<file path="src/rtl/bk_pkg.sv">
// Shared types for the backup-RAM sector sequencer.
package bk_pkg;

    localparam int unsigned SECT_BITS_DEF = 4;

    typedef enum logic [1:0] {
        IDLE,
        REQ,
        XFER,
        NEXT
    } bk_state_e;

    typedef enum logic {
        JOB_RD,
        JOB_WR
    } bk_job_e;

endpackage

</file>
<file path="src/rtl/bk_edge_det.sv">
// Registered rising/falling edge detector. The history register always tracks the input,
// so a level already high when reset is released never reports a rising edge.
module bk_edge_det (
    input  logic clk,
    input  logic d,
    output logic rise,
    output logic fall
);

    logic d_q;

    always_ff @(posedge clk) begin
        d_q <= d;
    end

    assign rise = d & ~d_q;
    assign fall = ~d & d_q;

endmodule

</file>
<file path="src/rtl/bk_sector_ctrl.sv">
// Backup-RAM sector sequencer: moves the nvram buffer to/from the SAV image one SD sector at
// a time, with mount-triggered load, OSD-triggered save, dirty tracking and download abort.
module bk_sector_ctrl #(
    parameter int unsigned SECT_BITS = bk_pkg::SECT_BITS_DEF,
    parameter int unsigned LBA_W     = 32
) (
    input  logic             clk_sys,
    input  logic             RESET_n,
    input  logic             img_mounted,
    input  logic [31:0]      img_size,
    input  logic             ioctl_download,
    input  logic             save_req,
    input  logic             nvram_we,
    input  logic             sd_ack,
    output logic [LBA_W-1:0] sd_lba,
    output logic             sd_rd,
    output logic             sd_wr,
    output logic             bk_ena,
    output logic             bk_busy,
    output logic             bk_reset,
    output logic             dirty
);
    import bk_pkg::*;

    logic mnt_rise, save_rise, dl_rise, ack_rise, ack_fall;
    logic unused_mnt_fall, unused_save_fall, unused_dl_fall;

    bk_edge_det u_mnt_edge (
        .clk  (clk_sys),
        .d    (img_mounted),
        .rise (mnt_rise),
        .fall (unused_mnt_fall)
    );

    bk_edge_det u_save_edge (
        .clk  (clk_sys),
        .d    (save_req),
        .rise (save_rise),
        .fall (unused_save_fall)
    );

    bk_edge_det u_dl_edge (
        .clk  (clk_sys),
        .d    (ioctl_download),
        .rise (dl_rise),
        .fall (unused_dl_fall)
    );

    bk_edge_det u_ack_edge (
        .clk  (clk_sys),
        .d    (sd_ack),
        .rise (ack_rise),
        .fall (ack_fall)
    );

    bk_state_e        state_q, state_d;
    bk_job_e          dir_q, dir_d;
    logic [LBA_W-1:0] lba_q, lba_d;
    logic             ena_q, ena_d;
    logic             reset_q, reset_d;
    logic             dirty_q, dirty_d;
    logic             load_pend_q, load_pend_d;
    logic             save_pend_q, save_pend_d;
    logic             abort_q, abort_d;
    logic             last_sect;
    logic             loading;

    assign last_sect = &lba_q[SECT_BITS-1:0];
    assign loading   = (state_q != IDLE) && (dir_q == JOB_RD);

    always_comb begin
        state_d     = state_q;
        dir_d       = dir_q;
        lba_d       = lba_q;
        ena_d       = ena_q;
        reset_d     = 1'b0;
        dirty_d     = dirty_q;
        load_pend_d = load_pend_q;
        save_pend_d = save_pend_q;
        abort_d     = abort_q | dl_rise;

        unique case (state_q)
            IDLE: begin
                abort_d = 1'b0;
                // A download starting this cycle holds off the grant so nothing is issued.
                if (!dl_rise && (load_pend_q || (save_pend_q && ena_q))) begin
                    state_d = REQ;
                    lba_d   = '0;
                    if (load_pend_q) begin
                        dir_d       = JOB_RD;
                        load_pend_d = 1'b0;
                    end else begin
                        dir_d       = JOB_WR;
                        save_pend_d = 1'b0;
                        dirty_d     = 1'b0;
                    end
                end
            end
            REQ: begin
                if (ack_rise) state_d = XFER;
            end
            XFER: begin
                if (ack_fall) state_d = NEXT;
            end
            NEXT: begin
                if (abort_q || dl_rise) begin
                    state_d = IDLE;
                    abort_d = 1'b0;
                end else if (last_sect) begin
                    state_d = IDLE;
                    if (dir_q == JOB_RD) begin
                        reset_d = 1'b1;
                        dirty_d = 1'b0;
                    end
                end else begin
                    lba_d   = lba_q + LBA_W'(1);
                    state_d = REQ;
                end
            end
            default: state_d = IDLE;
        endcase

        // Writes from the system side win over the clear at save start.
        if (nvram_we && !loading) dirty_d = 1'b1;

        if (save_rise && ena_q) save_pend_d = 1'b1;

        if (mnt_rise) begin
            ena_d       = (img_size != '0);
            load_pend_d = (img_size != '0);
            if (img_size == '0) save_pend_d = 1'b0;
        end

        if (dl_rise) begin
            ena_d       = 1'b0;
            save_pend_d = 1'b0;
        end
    end

    always_ff @(posedge clk_sys) begin
        if (!RESET_n) begin
            state_q     <= IDLE;
            dir_q       <= JOB_RD;
            lba_q       <= '0;
            ena_q       <= 1'b0;
            reset_q     <= 1'b0;
            dirty_q     <= 1'b0;
            load_pend_q <= 1'b0;
            save_pend_q <= 1'b0;
            abort_q     <= 1'b0;
        end else begin
            state_q     <= state_d;
            dir_q       <= dir_d;
            lba_q       <= lba_d;
            ena_q       <= ena_d;
            reset_q     <= reset_d;
            dirty_q     <= dirty_d;
            load_pend_q <= load_pend_d;
            save_pend_q <= save_pend_d;
            abort_q     <= abort_d;
        end
    end

    assign sd_lba   = lba_q;
    assign sd_rd    = (state_q == REQ) && (dir_q == JOB_RD);
    assign sd_wr    = (state_q == REQ) && (dir_q == JOB_WR);
    assign bk_ena   = ena_q;
    assign bk_busy  = (state_q != IDLE);
    assign bk_reset = reset_q;
    assign dirty    = dirty_q;

endmodule

</file>
<file path="config.mk">
export PLATFORM = sky130hd
export DESIGN_NAME = bk_sector_ctrl
export DESIGN_NICKNAME = d
export VERILOG_FILES = /design/src/rtl/bk_pkg.sv /design/src/rtl/bk_edge_det.sv /design/src/rtl/bk_sector_ctrl.sv
export SDC_FILE = /design/constraint.sdc
export NUM_CORES = 1
export LEC_CHECK = 0
export BUFFER_PORTS_ARGS = -buffer_cell sky130_fd_sc_hd__buf_2
export CORE_MARGIN = 2
export CORE_UTILIZATION = 39
export CTS_BUF_LIST = sky130_fd_sc_hd__clkbuf_4 sky130_fd_sc_hd__clkbuf_8
export DETAILED_ROUTE_END_ITERATION = 8
export PLACE_DENSITY = 0.65
export SYNTH_ARGS = -nofsm -noshare
export SYNTH_HDL_FRONTEND = slang
export SYNTH_SLANG_ARGS = --single-unit
</file>
<file path="constraint.sdc">
create_clock -name clk_sys -period 2.4 [get_ports clk_sys]
set_clock_uncertainty 0.1 [all_clocks]
set_input_delay 0.24 -clock clk_sys [delete_from_list [all_inputs] [get_ports clk_sys]]
set_output_delay 0.24 -clock clk_sys [all_outputs]
set_load 0.005 [all_outputs]
</file>
### Word-level counts from Yosys, hierarchy flattened

Cells that the tools add are included.

| operators by class | value |
|---|---|
| add/subtract/negate cells | 1 |
| equal/unequal tests | 13 |
| multiplexer cells | 30 |
| bitwise operators | 15 |
| reduce and logical (&&, ||, !) cells | 27 |

Operator list:

| operator | count |
|---|---|
| two-way mux 32 bit | 3 |
| one-hot mux 32 bit (2 select lines) | 1 |
| adder 32 x 1 -> 32 bit (second input constant) | 1 |
| zero test 32 bit | 1 |
| nonzero test 32 bit | 1 |
| two-way mux 1 bit | 20 |
| inequality test 3 bit (second input constant) | 5 |
| inequality test 2 bit (second input constant) | 5 |
| NOT 1 bit | 9 |
| one-hot mux 2 bit (4 select lines) | 1 |
| AND reduction 4 bit | 2 |
| nonzero test 2 bit | 4 |
| logical AND 1 bit | 7 |
| two-way mux 2 bit | 3 |
| AND reduction 6 bit | 1 |
| bitwise AND 1 bit | 5 |
| == test 2 bit (second input constant) | 2 |
| one-hot mux 1 bit (2 select lines) | 2 |
| AND reduction 2 bit | 2 |
| OR reduction 4 bit | 1 |
| AND reduction 3 bit | 1 |
| nonzero test 3 bit | 1 |
| == test 2 x 1 -> 1 bit (second input constant) | 1 |
| zero test 1 bit | 2 |
| 4 further kinds | 5 |

| storage, ports and cells | value |
|---|---|
| bits in registers | 45 |
| input port bits | 39 |
| output and inout bits | 38 |

### Logic depth before layout (Yosys ltp)

Gate-level depths: netlist of the first run.

| depth | value |
|---|---|
| depth in word-level cells | 9 |
| mapped depth | 8 |
| mapped depth without buffers | 7 |

### Hierarchy

From an unflattened synthesis of the first run, not the netlist that was laid out.

| second synthesis, totals | value |
|---|---|
| cell total of the unflattened synthesis | 217 |
| area total of the unflattened synthesis | 1,978.1 sq um |

By module, submodules not included:

| module | instances | cells each | area an instance (sq um) |
|---|---|---|---|
| bk_sector_ctrl | 1 | 205 | 1,838.0 |
| bk_edge_det | 4 | 3 | 35.0 |

### Worst setup path before layout of the first run

OpenSTA, ideal clock, no wires.

| timing path | value |
|---|---|
| path kind | register -> register |
| from | register state_q[0] |
| to | register lba_q[31] (netlist: sd_lba[31]) |
| library setup time | 0.071 ns |
| data arrival time | 2.001 ns |
| required time | 2.229 ns |
| slack | 0.229 ns |
| stages on the path, launching flop included | 8 |
| buffers on the path | 0 |
| clock period less this slack | 2.171 ns |
| cell sequence | dfxtp_1 inv_1 ha_1 nor2b_2 a2111oi_4 nand4_4 or3_1 a21oi_1 |

| on the way | value |
|---|---|
| word-level cells in the longest chain between the ends | 3 |

RTL lines:

| element | RTL line | text |
|---|---|---|
| from (decl) | bk_sector_ctrl.sv:56 | `bk_state_e state_q, state_d;` |
| from (signal assigned) | bk_sector_ctrl.sv:152 | `state_q <= state_d;` |
| == test 2 bit or zero test 2 bit (tied branches) | bk_sector_ctrl.sv:82 | `unique case (state_q)` |
| inequality test 2 bit (no line) or nonzero test 2 bit (tied branches) | - |  |
| AND reduction 4 bit (no line) | - |  |
| to (signal assigned) | bk_sector_ctrl.sv:154 | `lba_q <= lba_d;` |
| to (decl) | bk_sector_ctrl.sv:58 | `logic [LBA_W-1:0] lba_q, lba_d;` |

Several ways; a longest one is shown, not always the timed one.
A chain may end at the register's enable or synchronous reset.

### Final worst setup path of the first run

Ends and elaborated chain as after synthesis.

==> results of run 1 <==
-- path summary, 6_finish.rpt --
kind	start	cells after the start	slack [ns]	endpoint
worst max-delay path	state_q[0]	8	0.18	sd_lba[31]
worst min-delay path	nvram_we	3	0.11	dirty
worst max register to register	state_q[0]	8	0.18	sd_lba[31]
worst min register to register	abort_q	2	0.35	abort_q
-- cell families after synthesis --
group / after synthesis / synth area share
multiplexers: 1 / 0.00487
flip-flops: 45 / 0.438
XOR/XNOR: 9 / 0.0384
AND/OR/NAND/NOR: 112 / 0.304
AO/OA/AOI/OAI: 50 / 0.159
buffers and inverters: 13 / 0.0250
adder cells (fa/ha/maj): 5 / 0.0305
-- cell usage after synthesis --
library cell  instances  share of area
a2111oi_4             1          0.013
and4_1                4          0.017
or4_1                 1         0.0037
o21ai_0               8          0.019
nor4_1                9          0.027
inv_1                 9          0.016
or3_1                 8          0.024
xor2_1                9          0.038
and2_1                3         0.0091
nor2b_1               3         0.0091
nand2_1              16          0.029
nand4_4               1          0.010
dfxtp_1              45           0.44
nor3b_1               1         0.0037
mux2i_1               1         0.0049
nand3_2               1         0.0049
nand4_1               7          0.021
o41ai_1               2         0.0085
a21oi_1              19          0.046
a31o_2                1         0.0043
a31oi_1               5          0.015
ha_1                  5          0.030
nor2b_2               1         0.0043
a32oi_1               2         0.0085
a21o_1                2         0.0073
nand3_1              10          0.024
o311a_1               1         0.0049
buf_2                 2         0.0049
and3_1               11          0.033
or2_2                 1         0.0030
nor2_1               28          0.051
nand2b_1              5          0.015
clkbuf_1              2         0.0037
and3b_4               1         0.0061
o21a_1                5          0.018
nor4_2                1         0.0061
o21bai_1              1         0.0037
o21ai_1               2         0.0049
o31a_1                1         0.0043
-- where the power goes --
| part | total [W] | leakage, nW | switching [W] | internal, W |
|---|---|---|---|---|
| Combinational | 0.000469 | 0.771 | 0.000278 | 0.000191 |
| Clock | 0.000480 | 0.0477 | 0.000240 | 0.000240 |
| Sequential | 0.000797 | 0.365 | 0.0000218 | 0.000775 |
| Total | 0.00175 | 1.18 | 0.000540 | 0.00121 |
-- worst max-delay path: cells and delay by family (launching register included) --
kind	cells	cell delay [ns]
AND/OR/NAND/NOR	3	0.74
adder cells (fa/ha/maj)	1	0.23
AO/OA/AOI/OAI	2	0.46
buffers and inverters	2	0.28
flip-flops	1	0.36
-- cell type report --
class | count | area share
clock buffer | 7 | 0.0336
inverter | 9 | 0.0126
tap | 70 | 0.0327
multi-input combinational | 177 | 0.412
sequential | 45 | 0.336
timing repair buffer | 85 | 0.172
-- through the flow --
step / setup slack [ns] / cell area (µm²) / utilization / power, W
global route: 0.00530 / 2680 / 0.524 / 0.00184
global placement: 0.117 / 2530 / 0.496 / 0.00126
floorplan: 0.229 / 2050 / - / 0.00110
finish: 0.175 / 2680 / 0.524 / 0.00175
CTS: 0.0944 / 2670 / 0.523 / 0.00175
detailed placement: 0.00956 / 2530 / 0.496 / 0.00127
-- cells in the final DEF (no fill, tap or decap), drive strengths merged, types with 2 or more instances in the layout --
cell,synthesis,routed
dfxtp,45,45
dlygate4sd3,0,4
buf,2,81
a21oi,19,19
ha,5,5
nand2,16,16
o21ai,10,10
o21a,5,5
a21o,2,2
nand2b,5,5
nor4,10,10
nor2b,4,4
xor2,9,9
nor2,28,28
o41ai,2,2
a31oi,5,5
nand4,8,8
and4,4,4
nand3,11,11
clkbuf,2,7
or3,8,8
a32oi,2,2
inv,9,9
and2,3,3
and3,11,11
-- what timing repair did --
item / 4_1_cts / 5_1_grt
pin swaps: 1 / 0
buffers inserted: 1 / 0
hold endpoints to repair: 4 / 0
endpoints found under the setup margin: 3 / 6
gates resized for setup: 0 / 2
hold buffers: 4 / 0
-- sequential cells by signal (all words and copies together), names as in the netlist --
name and count:
u_save_edge.d_q 1, u_dl_edge.d_q 1, state_q 2, dir_q 1, abort_q 1, dirty 1, sd_lba 32, bk_reset 1
u_ack_edge.d_q 1, load_pend_q 1, bk_ena 1, save_pend_q 1, u_mnt_edge.d_q 1
-- metal layers --
layer	track usage	vias to the layer above
met5	0	-
met4	0.0691	0
met3	0.0332	7
met2	0.286	44
met1	0.232	907
li1	-	1023
==> flow_summary.json, run 1 <==
{
  "synth.yosys.seq_area_share": 0.438,
  "final.period_utilization": 0.927,
  "area.growth.synth_to_final_pct": 30.4,
  "critPathMaxStageDelay_ns": 0.38,
  "route.detailed.drc": 0,
  "cp.arrival_ns": 2.35,
  "rows": 26,
  "grt_setup_unrepaired": "false",
  "hpwlAfterDp_um": 3740,
  "vias": 1981,
  "drv_slew": 0,
  "path_cells": "inv_1 -> ha_2 -> and3b_4 -> a2111oi_4 -> buf_6 -> nand4_4 -> or3_1 -> a21oi_1",
  "max_freq_ghz": 0.449,
  "status": "complete, no violations",
  "insertedDiodeCount": 0,
  "cellLeakagePower_nw": 1.18,
  "chipWidth_um": 76.6,
  "design.die.area_um2": 5860,
  "multi_input_area_um2": 1100,
  "io_buffers": 76,
  "setup_violations": 0,
  "whs_ns": 0.105,
  "grt_first_pass_wirelength_um": 8420,
  "fillers": 509,
  "hold_viol": 0,
  "yosys_warnings": 0,
  "synthesis.nets": 279,
  "ctsHtreeMaxLevel": 2,
  "worst_slew_pin_slew_ns": 0.543,
  "globalRouteOverflowTotal": 0,
  "wire_per_inst_um": 12.6,
  "start_util": 0.402,
  "vias_per_cell": 5.04,
  "first_iter_violations": 79,
  "wl_met1_um": 2370,
  "gp_congestion": 0.767,
  "fin_nets": 367,
  "antenna_found_initial": 0,
  "ant_nets": 0,
  "grt_pass1_vias": 1861,
  "synth_area_um2": 2050,
  "powerDensity_nw_per_um2": 652,
  "die_h_um": 76.6,
  "max_cap_violations": 0,
  "critPathCaptureType": "register",
  "placed_cells": 381,
  "syn-instance-count": 235,
  "final_layout_size_suffix_gt1_frac": 0.300,
  "crit_type": "register to register",
  "hp-class": "input pin to register",
  "crit_fanout": 9,
  "insertion_delay_ns": 0.30,
  "final_cells": 393,
  "pin_count": 77,
  "core_area_um2": 5110,
  "wl_met2_um": 2290,
  "cts_tree": "yes",
  "wirelength_um": 4940,
  "start_kind": "register",
  "period_needed_ns": 2.22,
  "top_layer_used": "met4",
  "seq_area_um2": 901,
  "vdd_drop_max_v": 0.000373,
  "fin_setup_tns_ns": 0,
  "track_usage": 0.176,
  "ys_seq_elements": 45,
  "wl_met3_um": 202,
  "cts_sinks": 45,
  "cts_buffers": 5,
  "root_buffer": "clkbuf_8",
  "worstPathRequired_ns": 2.53,
  "clk_transition_reported_paths_ns": 0.08,
  "clk_path_buf_depth": 2,
  "first_pass_iters": 4,
  "syn_area_per_cell_um2": 8.74,
  "grt_max_degree": 25,
  "synth_cell_types": 39,
  "critPathSlowestCell": "or3_1",
  "slew_headroom": 0.637
}
Note: power is estimated with default switching activity, not from simulation.
==> run 2: changes to the inputs <==
--- a/config.mk
+++ b/config.mk
@@ -8,3 +8,2 @@
 export BUFFER_PORTS_ARGS = -buffer_cell sky130_fd_sc_hd__buf_2
-export CORE_MARGIN = 2
 export CORE_UTILIZATION = 39
--- a/constraint.sdc
+++ b/constraint.sdc
@@ -4,2 +4,2 @@
 set_output_delay 0.24 -clock clk_sys [all_outputs]
-set_load 0.005 [all_outputs]
+set_load 0.05 [all_outputs]
==> run 2 against run 1 <==
Global-route usage increased by 0.87 points. Non-clock buffer count increased by 1. Power increased by 12%. First-iteration DRC count increased by 24%. Critical path type unchanged. Sequential cell count unchanged. Design area increased by 1.6%.
==> flow_summary.json, run 2 (synthesized netlist as in run 1, its figures left out) <==
{
  "first_iter_violations": 98,
  "period_needed_ns": 2.30,
  "cts_sinks": 45,
  "ctsHtreeMaxLevel": 2,
  "largest_reg_flops": 32,
  "dpl_worst_slack_ns": 0.0512,
  "core_area_um2": 5070,
  "dpl_cell_area_um2": 2530,
  "vias_per_cell": 5.08,
  "rows": 26,
  "route.detailed.drc": 0,
  "final_layout_size_suffix_gt1_frac": 0.308,
  "clk_path_buf_depth": 2,
  "insertion_delay_ns": 0.30,
  "cts_buffers": 5,
  "globalRouteOverflowTotal": 0,
  "track_usage": 0.185,
  "cp.arrival_ns": 2.44,
  "fin_nets": 368,
  "status": "complete, no violations",
  "crit_fanout": 5,
  "grt_pass1_vias": 1791,
  "fillers": 520,
  "setup_slack_ns": 0.0996,
  "chipWidth_um": 74.6,
  "critPathCaptureType": "register",
  "slew_headroom": 0.679,
  "powerDensity_nw_per_um2": 720,
  "worstPathRequired_ns": 2.54,
  "pin_count": 77,
  "grt_max_degree": 25,
  "insertedDiodeCount": 0,
  "mostFrequentLayoutCells": "76 x buf_2, 43 x dfxtp_1, 28 x nor2_1",
  "final.period_utilization": 0.959,
  "grt_first_pass_wirelength_um": 8060,
  "vias": 2005,
  "design.die.area_um2": 5560,
  "area.growth.synth_to_final_pct": 32.5,
  "seq_area_um2": 903,
  "ant_nets": 0,
  "max_cap_violations": 0,
  "io_buffers": 76,
  "hold_viol": 0,
  "fin_area_um2": 2720,
  "critPathMaxStageDelay_ns": 0.43,
  "path_cells": "inv_1 -> ha_1 -> and3b_4 -> a2111oi_4 -> buf_4 -> nand3_2 -> or3_1 -> a21oi_1",
  "setup_violations": 0,
  "multi_input_area_um2": 1110,
  "die_h_um": 74.6,
  "worst_slew_pin_slew_ns": 0.479,
  "hpwlAfterDp_um": 3720,
  "cts_tree": "yes",
  "cellLeakagePower_nw": 1.20,
  "start_util": 0.405,
  "vdd_drop_max_v": 0.000348,
  "critPathSlowestCell": "a2111oi_4",
  "clk_transition_reported_paths_ns": 0.09,
  "crit_type": "register to register",
  "wirelength_um": 4920,
  "start_kind": "register",
  "first_pass_iters": 4,
  "wire_per_inst_um": 12.5,
  "antenna_found_initial": 0,
  "drv_slew": 0,
  "max_freq_ghz": 0.435,
  "hp-class": "input pin to register",
  "root_buffer": "clkbuf_8",
  "gp_congestion": 0.775,
  "final_common_cell": "buf_2"
}
run 2: changes by cell type in the layout (fill, tap and decap cells not counted), sizes merged:
cell / change
clkinvlp: +1
bufinv: +1
clkbuf: -1
buf: +1
run 2: worst max-delay path, delay by kind of cell, from the launching register on:
family,cells,cell delay [ns]
AOI/OAI and AO/OA,2,0.57
DFF,1,0.35
buffers and inverters,2,0.28
adders and majority gates,1,0.25
and+or+nand+nor,3,0.69
run 2: what timing repair did:
item	4_1_cts	5_1_grt
setup buffers	0	2
gates resized for setup	0	3
endpoints found under the setup margin	0	7
hold endpoints to repair	4	0
hold buffers	4	0
run 2: power by group:
group          switching [W]  internal [W]  total (W)
registers          0.0000225      0.000778   0.000801
clock network       0.000254      0.000339   0.000593
logic               0.000370      0.000196   0.000566
total               0.000646       0.00131    0.00196
run 2: worst paths after layout:
check | startpoint | end | slack (ns) | cells past startpoint
max | state_q[0] | sd_lba[19] | 0.1 | 8
min | nvram_we | dirty | 0.11 | 3
max reg2reg | state_q[0] | sd_lba[19] | 0.1 | 8
min reg2reg | abort_q | abort_q | 0.35 | 2
run 2: metrics by stage:
step | hold slack (ns) | total power, W | setup TNS (ns) | std cells | utilization
after detailed placement | 0.263 | 0.00135 | 0 | 381 | 0.500
after CTS | 0.0973 | 0.00196 | 0 | 393 | 0.531
after global routing | 0.112 | 0.00207 | -0.00770 | 395 | 0.536
final | 0.109 | 0.00196 | 0 | 395 | 0.536
after floorplan | 0.168 | 0.00120 | 0 | 235 | -
after global placement | 0.259 | 0.00135 | 0 | 381 | 0.500
run 2: layout make-up:
cell class / count / share of cell area
clock buffers: 6 / 0.0303
clock inverters: 2 / 0.0138
multi-input cells: 177 / 0.408
inverters: 9 / 0.0124
repair buffers: 86 / 0.171
well taps: 70 / 0.0322
flip-flops and latches: 45 / 0.332
run 2: metal layers:
metal,GRT usage,wire (µm),vias to the layer above,part of all wire
met5,0,0,-,0
met4,0.0377,11,0,0.0022
met3,0.0420,180,2,0.037
met2,0.305,2350,35,0.48
met1,0.248,2380,934,0.48
li1,-,-,1034,-
==> run 3: changes to the inputs <==
--- a/config.mk
+++ b/config.mk
@@ -11,2 +11,3 @@
 export DETAILED_ROUTE_END_ITERATION = 8
+export GPL_TIMING_DRIVEN = 0
 export PLACE_DENSITY = 0.65
==> constraint.sdc (replaced) <==
create_clock -name clk_sys -period 2.4 [get_ports clk_sys]
set_clock_uncertainty 0.1 [all_clocks]
set_input_delay 0 -clock clk_sys [delete_from_list [all_inputs] [get_ports clk_sys]]
set_output_delay 0 -clock clk_sys [all_outputs]
set_load 0.05 [all_outputs]
==> run 3 against run 2 <==
Die area stayed put. Critical endpoint is now sd_lba[29]. Highest routed layer unchanged. Largest cell class unchanged. Critical path depth stayed put. Non-clock buffer count is 9 higher. Setup slack better by 0.090 ns. Count of clock-buffer cells in the layout stayed put. Clock power hardly changed.
==> flow_summary.json, run 3 (synthesized netlist as in run 1, its figures left out) <==
{
  "status": "complete, no violations",
  "area.growth.synth_to_final_pct": 36.3,
  "vdd_drop_max_v": 0.000468,
  "start_util": 0.405,
  "wire_per_inst_um": 12.7,
  "grt_pass1_vias": 1824,
  "dpl_worst_slack_ns": -0.0581,
  "chipWidth_um": 74.6,
  "final.period_utilization": 0.921,
  "clk_path_buf_depth": 2,
  "pin_count": 77,
  "setup_slack_ns": 0.190,
  "gp_congestion": 0.831,
  "grt_max_degree": 15,
  "cellLeakagePower_nw": 1.23,
  "hp-class": "input pin to register",
  "rows": 26,
  "crit_type": "register to register",
  "placed_cells": 381,
  "core_area_um2": 5070,
  "whs_ns": 0.0136,
  "drv_slew": 0,
  "route.detailed.drc": 0,
  "largest_reg_flops": 32,
  "slew_headroom": 0.550,
  "vias_per_cell": 5.02,
  "clk_transition_reported_paths_ns": 0.08,
  "critPathMaxStageDelay_ns": 0.38,
  "vias": 2028,
  "antenna_found_initial": 0,
  "fin_nets": 377,
  "insertion_delay_ns": 0.31,
  "first_pass_iters": 4,
  "max_freq_ghz": 0.452,
  "track_usage": 0.197,
  "cp.arrival_ns": 2.34,
  "root_buffer": "clkbuf_8",
  "final_layout_size_suffix_gt1_frac": 0.296,
  "use_met1": 0.265,
  "grt_setup_unrepaired": "false",
  "cts_buffers": 5,
  "cp_num_buf_inv": 2,
  "critPathSlowestCell": "or3_1",
  "setup_violations": 0,
  "finalPower_w": 0.00196,
  "period_needed_ns": 2.21,
  "grtUsageMet2": 0.303,
  "hold_viol": 0,
  "grt_first_pass_wirelength_um": 8340,
  "powerDensity_nw_per_um2": 702,
  "first_iter_violations": 76,
  "io_buffers": 76,
  "cts_sinks": 45,
  "max_cap_violations": 0,
  "hpwlAfterDp_um": 3740,
  "cts_tree": "yes",
  "wirelength_um": 5110,
  "die_h_um": 74.6,
  "critPathCaptureType": "register",
  "worstPathRequired_ns": 2.53,
  "ctsHtreeMaxLevel": 2,
  "final_cells": 404,
  "worst_path_dominant_cell_family": "simple AND/OR/NAND/NOR gates",
  "design.die.area_um2": 5560,
  "crit_fanout": 8,
  "path_cells": "inv_1 -> ha_4 -> and3b_4 -> a2111oi_4 -> buf_4 -> nand4_4 -> or3_1 -> a21oi_1",
  "busiest_layer": "met2",
  "final_common_cell": "buf_2",
  "start_kind": "register",
  "mostFrequentLayoutCells": "78 x buf_2, 44 x dfxtp_1, 28 x nor2_1",
  "globalRouteOverflowTotal": 0,
  "ant_nets": 0,
  "worst_slew_pin_slew_ns": 0.669,
  "insertedDiodeCount": 0,
  "use_met3": 0.0461
}
==> run 3: worst paths after layout <==
check / start / end / slack, ns / cells after the start
max: state_q[0] / sd_lba[29] / 0.19 / 8
min: img_size[6] / load_pend_q / 0.01 / 5
max reg2reg: state_q[0] / sd_lba[29] / 0.19 / 8
min reg2reg: abort_q / abort_q / 0.35 / 2
==> run 3: per-stage QoR <==
| step | utilization | TNS, ns | instance area (µm²) |
|---|---|---|---|
| 2_1_floorplan | - | 0 | 2050 |
| 3_3_place_gp | 0.497 | -0.0983 | 2520 |
| 3_5_place_dp | 0.497 | -0.204 | 2520 |
| 4_1_cts | 0.547 | 0 | 2780 |
| 5_1_grt | 0.552 | 0 | 2800 |
| 6_report | 0.552 | 0 | 2800 |
==> run 3: power breakdown <==
group | switching [W] | internal (W) | leakage [nW] | total, W
Clock | 0.000269 | 0.000324 | 0.0588 | 0.000593
Sequential | 0.0000225 | 0.000776 | 0.365 | 0.000799
Combinational | 0.000373 | 0.000199 | 0.808 | 0.000572
Total | 0.000665 | 0.00130 | 1.23 | 0.00196
==> run 3: timing repair <==
item,in CTS,in global routing
setup buffers,1,1
hold endpoints to repair,10,0
pin swaps,1,1
hold buffers,13,0
gates resized for setup,0,4
setup endpoints to repair,6,24
==> run 3: area by class of cell <==
type / count / area (µm²)
flip-flops and latches: 45 / 902
plain buffers: 4 / 17.5
inverters: 9 / 33.8
well taps: 70 / 87.6
fillers: 516 / 2270
clock buffers: 6 / 76.3
repair buffers: 91 / 526
clock inverters: 2 / 38.8
multi-input cells: 177 / 1120
==> run 3: per-layer routing <==
layer,part of all wire,up-vias
li1,-,1049
met1,0.48,917
met2,0.45,50
met3,0.049,12
met4,0.021,0
met5,0,-
==> run 3: worst register-to-register path, delay by kind of cell (launching register included) <==
kind	cells	cell delay (ns)
AND/OR/NAND/NOR	3	0.70
AO/OA/AOI/OAI	2	0.43
flip-flops	1	0.37
buffers and inverters	2	0.33
adder cells (fa/ha/maj)	1	0.21
